===== src/rtl/div_iter_pkg.sv =====
// Shared types and constants for the EX-stage iterative divider.
// Imported by div_iter and div_step.
package div_iter_pkg;

    localparam int DivWidth = 32;

    typedef enum logic [1:0] {
        DivIdle = 2'd0,
        DivBusy = 2'd1,
        DivDone = 2'd2
    } div_state_e;

    // Divide-by-zero: quotient is all ones, remainder is the raw dividend.
    localparam logic DivZeroQuotBit = 1'b1;

    function automatic int div_cnt_bits(input int width);
        return $clog2(width + 1);
    endfunction

endpackage


===== src/rtl/div_step.sv =====
// One restoring-division iteration: trial subtract and compare.
// Purely combinational; instantiated once by div_iter.
module div_step
    import div_iter_pkg::*;
#(
    parameter int WIDTH = DivWidth
) (
    input  logic [WIDTH:0]   rem_in,
    input  logic [WIDTH-1:0] divisor,
    output logic [WIDTH:0]   rem_out,
    output logic             q_bit
);

    logic [WIDTH+1:0] trial;

    always_comb begin
        trial   = {1'b0, rem_in} - {2'b00, divisor};
        q_bit   = ~trial[WIDTH+1];
        rem_out = q_bit ? trial[WIDTH:0] : rem_in;
    end

endmodule


===== src/rtl/div_iter.sv =====
// Iterative radix-2 restoring divider for DIV/DIVU in the EX stage.
// Results land in LO (quotient) and HI (remainder) on the done pulse.
module div_iter
    import div_iter_pkg::*;
#(
    parameter int WIDTH = DivWidth
) (
    input  logic             clk,
    input  logic             rst,
    input  logic             flush,
    input  logic             start,
    input  logic             signed_div,
    input  logic [WIDTH-1:0] dividend,
    input  logic [WIDTH-1:0] divisor,
    output logic             stallreq,
    output logic             done,
    output logic [WIDTH-1:0] quotient,
    output logic [WIDTH-1:0] remainder
);

    localparam int CW = div_cnt_bits(WIDTH);
    localparam logic [CW-1:0] LastCnt = CW'(WIDTH - 1);

    div_state_e       state;
    div_state_e       state_nxt;
    logic [CW-1:0]    cnt;
    logic [2*WIDTH:0] acc;
    logic [2*WIDTH:0] acc_nxt;
    logic [WIDTH-1:0] dvsr;
    logic             q_neg;
    logic             r_neg;

    logic             launch;
    logic             div_zero;
    logic             last;
    logic [WIDTH-1:0] dvd_mag;
    logic [WIDTH-1:0] dvs_mag;
    logic [WIDTH:0]   rem_in;
    logic [WIDTH:0]   rem_out;
    logic             q_bit;
    logic [WIDTH-1:0] q_fin;
    logic [WIDTH-1:0] r_fin;
    logic             unused_acc_msb;

    assign launch   = (state == DivIdle) & start & ~flush;
    assign div_zero = (divisor == '0);
    assign last     = (state == DivBusy) & (cnt == LastCnt);

    assign stallreq = launch | (state == DivBusy);
    assign done     = (state == DivDone);

    // Partial remainder stays below the divisor, so its top bit is always 0.
    assign unused_acc_msb = acc[2*WIDTH];

    always_comb begin
        dvd_mag = (signed_div & dividend[WIDTH-1]) ? ('0 - dividend) : dividend;
        dvs_mag = (signed_div & divisor[WIDTH-1]) ? ('0 - divisor) : divisor;
    end

    assign rem_in = acc[2*WIDTH-1:WIDTH-1];

    div_step #(
        .WIDTH   (WIDTH)
    ) u_step (
        .rem_in  (rem_in),
        .divisor (dvsr),
        .rem_out (rem_out),
        .q_bit   (q_bit)
    );

    always_comb begin
        acc_nxt = {rem_out, acc[WIDTH-2:0], q_bit};
        q_fin   = q_neg ? ('0 - acc_nxt[WIDTH-1:0]) : acc_nxt[WIDTH-1:0];
        r_fin   = r_neg ? ('0 - acc_nxt[2*WIDTH-1:WIDTH])
                        : acc_nxt[2*WIDTH-1:WIDTH];
    end

    always_ff @(posedge clk) begin
        if (rst) begin
            state <= DivIdle;
        end else begin
            state <= state_nxt;
        end
    end

    always_comb begin
        state_nxt = state;
        unique case (state)
            DivIdle: begin
                if (launch) begin
                    state_nxt = div_zero ? DivDone : DivBusy;
                end
            end
            DivBusy: begin
                if (cnt == LastCnt) begin
                    state_nxt = DivDone;
                end
            end
            DivDone: state_nxt = DivIdle;
            default: state_nxt = DivIdle;
        endcase
        if (flush) begin
            state_nxt = DivIdle;
        end
    end

    always_ff @(posedge clk) begin
        if (rst) begin
            cnt       <= '0;
            acc       <= '0;
            dvsr      <= '0;
            q_neg     <= 1'b0;
            r_neg     <= 1'b0;
            quotient  <= '0;
            remainder <= '0;
        end else if (flush) begin
            cnt <= '0;
        end else if (launch) begin
            cnt   <= '0;
            acc   <= {{(WIDTH+1){1'b0}}, dvd_mag};
            dvsr  <= dvs_mag;
            q_neg <= signed_div & (dividend[WIDTH-1] ^ divisor[WIDTH-1]);
            r_neg <= signed_div & dividend[WIDTH-1];
            if (div_zero) begin
                quotient  <= {WIDTH{DivZeroQuotBit}};
                remainder <= dividend;
            end
        end else if (state == DivBusy) begin
            acc <= acc_nxt;
            cnt <= cnt + CW'(1);
            if (last) begin
                quotient  <= q_fin;
                remainder <= r_fin;
            end
        end
    end

endmodule


===== config.mk =====
export PLATFORM = sky130hd
export DESIGN_NAME = div_iter
export DESIGN_NICKNAME = d
export VERILOG_FILES = /design/src/rtl/div_iter_pkg.sv /design/src/rtl/div_step.sv /design/src/rtl/div_iter.sv
export SDC_FILE = /design/constraint.sdc
export NUM_CORES = 1
export LEC_CHECK = 0
export CORE_MARGIN = 2
export CORE_UTILIZATION = 31
export DETAILED_ROUTE_END_ITERATION = 6
export PLACE_DENSITY_LB_ADDON = 0.15
export SETUP_SLACK_MARGIN = 0.2
export SLEW_MARGIN = 20
export SYNTH_ARGS = -nofsm -noshare
export SYNTH_HDL_FRONTEND = slang
export SYNTH_SLANG_ARGS = --single-unit

===== constraint.sdc =====
create_clock -name clk -period 8.31 [get_ports clk]
set_input_delay 2.0775 -clock clk [delete_from_list [all_inputs] [get_ports clk]]
set_output_delay 2.0775 -clock clk [all_outputs]
set_load 0.005 [all_outputs]

Word level (Yosys, flattened, before mapping)
Index checks and enable logic that the tools add are counted.
Word-level totals
  memories kept: 0
  bits in read-only memories: 0
  register bits: 170
  bits in latches: 0
  memory bits (writable): 0
  word-level logic and storage cells: 59
Operators by class
  reduce and logical (&&, ||, !) cells: 10
  magnitude comparators: 0
  bitwise logic cells: 10
  eq/ne operators: 6
  multiplexer cells: 19
  add/sub/neg operators: 6
  shifts and indexed selects: 0
  divide/modulo/power cells: 0
  multipliers: 0
Operators with widths (number)
  $mux W32: 13
  $mux W64: 2
  $sub A1 B32 Y32 const A: 4
  $sub A33 B32 Y34: 1
  $logic_not A32 Y1: 1
  $add A6 B1 Y6 const B: 1
  $and A1 B1 Y1: 6
  $eq A6 B5 Y1 const B: 1
  $mux W2: 3
  $reduce_and A2 Y1: 3
  $ne A2 B2 Y1 const B: 2
  $pmux W2 S2: 1
  $reduce_and A4 Y1: 1
  $reduce_bool A2 Y1: 2
  $reduce_or A3 Y1: 1
  $eq A2 B1 Y1 const B: 1
  $eq A2 B2 Y1 const B: 1
  $logic_not A2 Y1: 1
  $ne A2 B1 Y1 const B: 1
  $not A1 Y1: 2
  $reduce_or A2 Y1: 1
  $or A1 B1 Y1: 1
  $xor A1 B1 Y1: 1

Logic depth before layout (Yosys ltp)
  word-level depth: 7
  mapped depth: 23
  mapped depth without buffers: 19

Hierarchy
From an unflattened synthesis, not the netlist that was laid out.
Second synthesis, totals
  cells, all modules: 1527
  area, all modules: 11690.0 µm²
By module, submodules not included
  div_iter: cells each 1162, seq. area each 3403.3 µm², area an instance 9308.9 µm², times used 1
  div_step: cells each 365, seq. area each 0.0 µm², area an instance 2381.0 µm², times used 1

Worst setup path before layout
No wires, ideal clock.
  path type: register -> register
  start point: register dvsr[1]
  end point: register remainder[30]
  library setup time: 79 ps
  arrival: 5452 ps
  stages on the path, launching flop included: 23
  path slack: 2779 ps
  path through: dfxtp_1 inv_1 ha_1 nor2b_1 o2111ai_1 a2111oi_4 o31ai_2 nand2_2 buf_1 buf_2 buf_1 nand2_1 o21ai_0 ha_1 nand2_1 or3_1 or4_1 a2111oi_2 a21oi_2 nor4b_4 a2111oi_0 a41o_1 a211oi_2
Between the ends
  word-level cells in the longest chain between the ends: 7
Ends and longest elaborated chain
  from (decl): line div_iter.sv:29  | logic [WIDTH-1:0] dvsr;
  from (signal assigned): line div_iter.sv:121  | dvsr <= dvs_mag;
  $sub A33 B32 Y34 *: line div_step.sv:17  | trial = {1'b0, rem_in} - {2'b00, divisor};
  $mux W32 *: line div_step.sv:19  | rem_out = q_bit ? trial[WIDTH:0] : rem_in;
  $sub A1 B32 Y32: line div_iter.sv:74  | r_fin = r_neg ? ('0 - acc_nxt[2*WIDTH-1:WIDTH])
  $mux W32 *: line div_iter.sv:74
  $mux W32 *: line div_iter.sv:131  | if (last) begin
  $mux W32 *: line div_iter.sv:128  | end else if (state == DivBusy) begin
  $mux W32 *: line div_iter.sv:118  | end else if (launch) begin
  to (signal assigned): line div_iter.sv:126  | remainder <= dividend;
  to (signal assigned): line div_iter.sv:133  | remainder <= r_fin;
  to (decl): line div_iter.sv:18  | output logic [WIDTH-1:0] remainder
Every way passes the cells marked *; elsewhere a longest branch is shown, timed or not. The select of a mux whose other input is x is not followed.
A chain may end at the register's enable or synchronous reset.

Worst setup path in the final report
  start point: input flush
  end point: output stallreq
Between the ends
  word-level cells in the longest chain between the ends: 3
Ends and longest elaborated chain
  from (decl): line div_iter.sv:10  | input logic flush,
  $not A1 Y1 (no line)
  $and A1 B1 Y1: line div_iter.sv:45  | assign launch = (state == DivIdle) & start & ~flush;
  $or A1 B1 Y1: line div_iter.sv:49  | assign stallreq = launch | (state == DivBusy);
  to (decl): line div_iter.sv:15  | output logic stallreq,
Every way passes these cells.

==> results.json <==
{
  "p_per_area_mw_per_mm2": 148,
  "worst_clock_skew_ps": 19.4,
  "gp_congestion": 0.857,
  "clock_path_buffers": 2,
  "io_buffer_count": 134,
  "timing.rr.start": "acc[34]$_SDFFE_PP0P_",
  "synth_edf_count": 0,
  "cap_violations": 0,
  "cts_setup_buffers": 0,
  "area_growth_pct": 19.3,
  "reg2reg_slack_ps": 2350,
  "overflow": 0,
  "status": "finished clean",
  "slew_headroom_pct": 36.3,
  "io_pins": 135,
  "synth_top_area_share_pct": 28.3,
  "period_share_pct": 71.9,
  "hold_depth": 2,
  "hold_viol": 0,
  "cts_made_buffers": 17,
  "drtAntennaViolNets": 0,
  "synthMuxAreaShare_pct": 1.44,
  "synth-simple-area-share_pct": 24.7,
  "hpwl_microns": 31500,
  "cts.repair.resized": 0,
  "grt_usage_pct": 20.5,
  "vias": 12200,
  "worst-path-max-fanout": 49,
  "holdPathEnd": "dvsr[7]$_SDFFE_PP0P_",
  "grt_pass1_wl_microns": 65400,
  "clock-sinks": 170,
  "vias_per_cell": 5.50,
  "cts-hold-fix-buffers": 0,
  "synth_cells": 1624,
  "ys_seq_elements": 170,
  "seq_area_sq_mm": 0.00340,
  "netlist_area_sq_mm": 0.0120,
  "final_common_cell": "nor2_1",
  "hold_path_class": "reg2reg",
  "fin_setup_tns_ps": 0,
  "cts_tree": "yes",
  "first_global_vias": 11200,
  "required_ps": 6230,
  "synth_fa_ha_area_share_pct": 4.02,
  "cts.htree.levels": 4,
  "peakVddDrop_uv": 127,
  "r2r_end": "remainder[30]$_SDFFE_PP0P_",
  "drt-wirelength-per-cell_microns": 19.0,
  "seq_area_frac_synth_pct": 28.3,
  "yosysUniqueCellTypes": 89,
  "drive_gt1_share_pct": 4.60,
  "yosys_warnings": 0,
  "synth_area_leader_cell": "dfxtp_1",
  "crit_path_start_kind": "input port",
  "synth-xor-area-share_pct": 8.89,
  "critical_path_class": "in2out",
  "multi_input_area_sq_mm": 0.00803,
  "synth_top_family_by_area": "compound AO/OA/AOI/OAI gates",
  "final_nets": 1790,
  "start_util_pct": 31.3,
  "final_cell_mix": "226 x nor2_1, 178 x nand2_1, 170 x dfxtp_1",
  "min-delay-start": "dvsr[7]$_SDFFE_PP0P_",
  "drt_iter0_drc": 716,
  "clk_latency_ps": 470,
  "root_buffer": "clkbuf_16",
  "fmax_ghz": 0.167,
  "fin_crit_ps": 5970,
  "die_x_microns": 201,
  "die_area_sq_mm": 0.0404,
  "cp.arrival_ps": 3900,
  "finalSetupViolations": 0,
  "syn_nets": 1731,
  "slew_violations": 0,
  "drt_wl_total_microns": 42100,
  "worstSetupEndpointType": "output port",
  "antennaDiodeCount": 0,
  "drtPass1Iterations": 7,
  "fp-row-count": 72,
  "power.leakage_nw": 5.09,
  "antenna_found_initial": 0,
  "cts.clk_slew.worst_paths_ps": 70,
  "die_h_microns": 201,
  "synth.area.top_cells": "dfxtp_1 28%, nor2_1 7.2%, nand2_1 5.6%",
  "tightestPinTransition_ps": 956,
  "r2r_cells": 17,
  "ys_dominant_reg_cell": "dfxtp_1",
  "core_area_sq_mm": 0.0385,
  "fillers": 4124,
  "rsz0062_at_grt": "false",
  "drc": 0,
  "synth_compound_area_share_pct": 27.5,
  "synth_area_per_cell_sq_um": 7.40,
  "async_reset_ff_share_pct": 0,
  "grt_max_degree": 85,
  "finish.utilization_pct": 37.3
}
==> routing by layer <==
metal | share of wire [%] | track usage (%)
met3 | 5.3 | 2.68
met2 | 44 | 31.5
met1 | 49 | 29.3
met4 | 2.3 | 6.77
met5 | 0 | 0
==> cell families (layout without fill, tap and decap cells) <==
kind of cell,Yosys count,in the layout
AO/OA/AOI/OAI,482,482
AND/OR/NAND/NOR,636,636
adder cells (fa/ha/maj),38,38
XOR/XNOR,122,122
buffers and inverters,159,231
flip-flops,170,170
multiplexers,17,17
==> critical path: stages <==
cell and delay (ps):
clkdlybuf4s50_1 640, or2_4 600, nand2_1 110, clkdlybuf4s50_1 470
==> worst max-delay path by stage <==
stage	start	to	slack [ps]	depth (start not counted)
after global routing	acc[34]$_SDFFE_PP0P_	remainder[30]$_SDFFE_PP0P_	1900	17
after CTS	flush	stallreq	2310	4
final	flush	stallreq	2340	4
after global placement	divisor[9]	remainder[29]$_SDFFE_PP0P_	2170	12
after detailed placement	divisor[9]	remainder[19]$_SDFFE_PP0P_	2120	10
after floorplan	dvsr[1]$_SDFFE_PP0P_	remainder[30]$_SDFFE_PP0P_	2780	22
==> state kept, by name, indices dropped and copies added (netlist names) <==
signal and flops:
dvsr 32, q_neg 1, cnt 6, r_neg 1
quotient 32, remainder 32, state 2, acc 64
==> cells in the mapped netlist (37+ instances only) <==
cell type  instances
xor2_1            61
ha_1              37
clkbuf_1          87
a31oi_1           38
xnor2_1           61
a21oi_1          112
a211oi_1          59
dfxtp_1          170
nor3_1            47
nand2_1          178
o21ai_0           77
inv_1             49
nor2_1           229
==> stage by stage <==
step                total power, mW  hold slack, ps  area (sq um)  cells  worst slack [ps]
floorplan                      1.14             440         12000   1624              2780
detailed placement             1.28             458         13700   2182              2120
finish                         2.12             469         14300   2214              2340
CTS                            2.14             472         14300   2214              2310
global placement               1.28             461         13700   2182              2170
global route                   2.22             514         14300   2214              1900
==> where the power goes <==
part           switching [mW]  internal [mW]
registers              0.0243          0.837
logic                   0.250          0.152
clock network           0.420          0.438
==> cell type report <==
cell class                 instances  share of cell area (%)
timing repair buffer             147                    10.0
inverter                          52                    1.36
multi-input combinational       1295                    56.0
sequential                       170                    23.7
clock buffer                      17                    2.97
clock inverter                    15                    1.36
tap                              518                    4.52
Power figures use the tool's default switching activity.
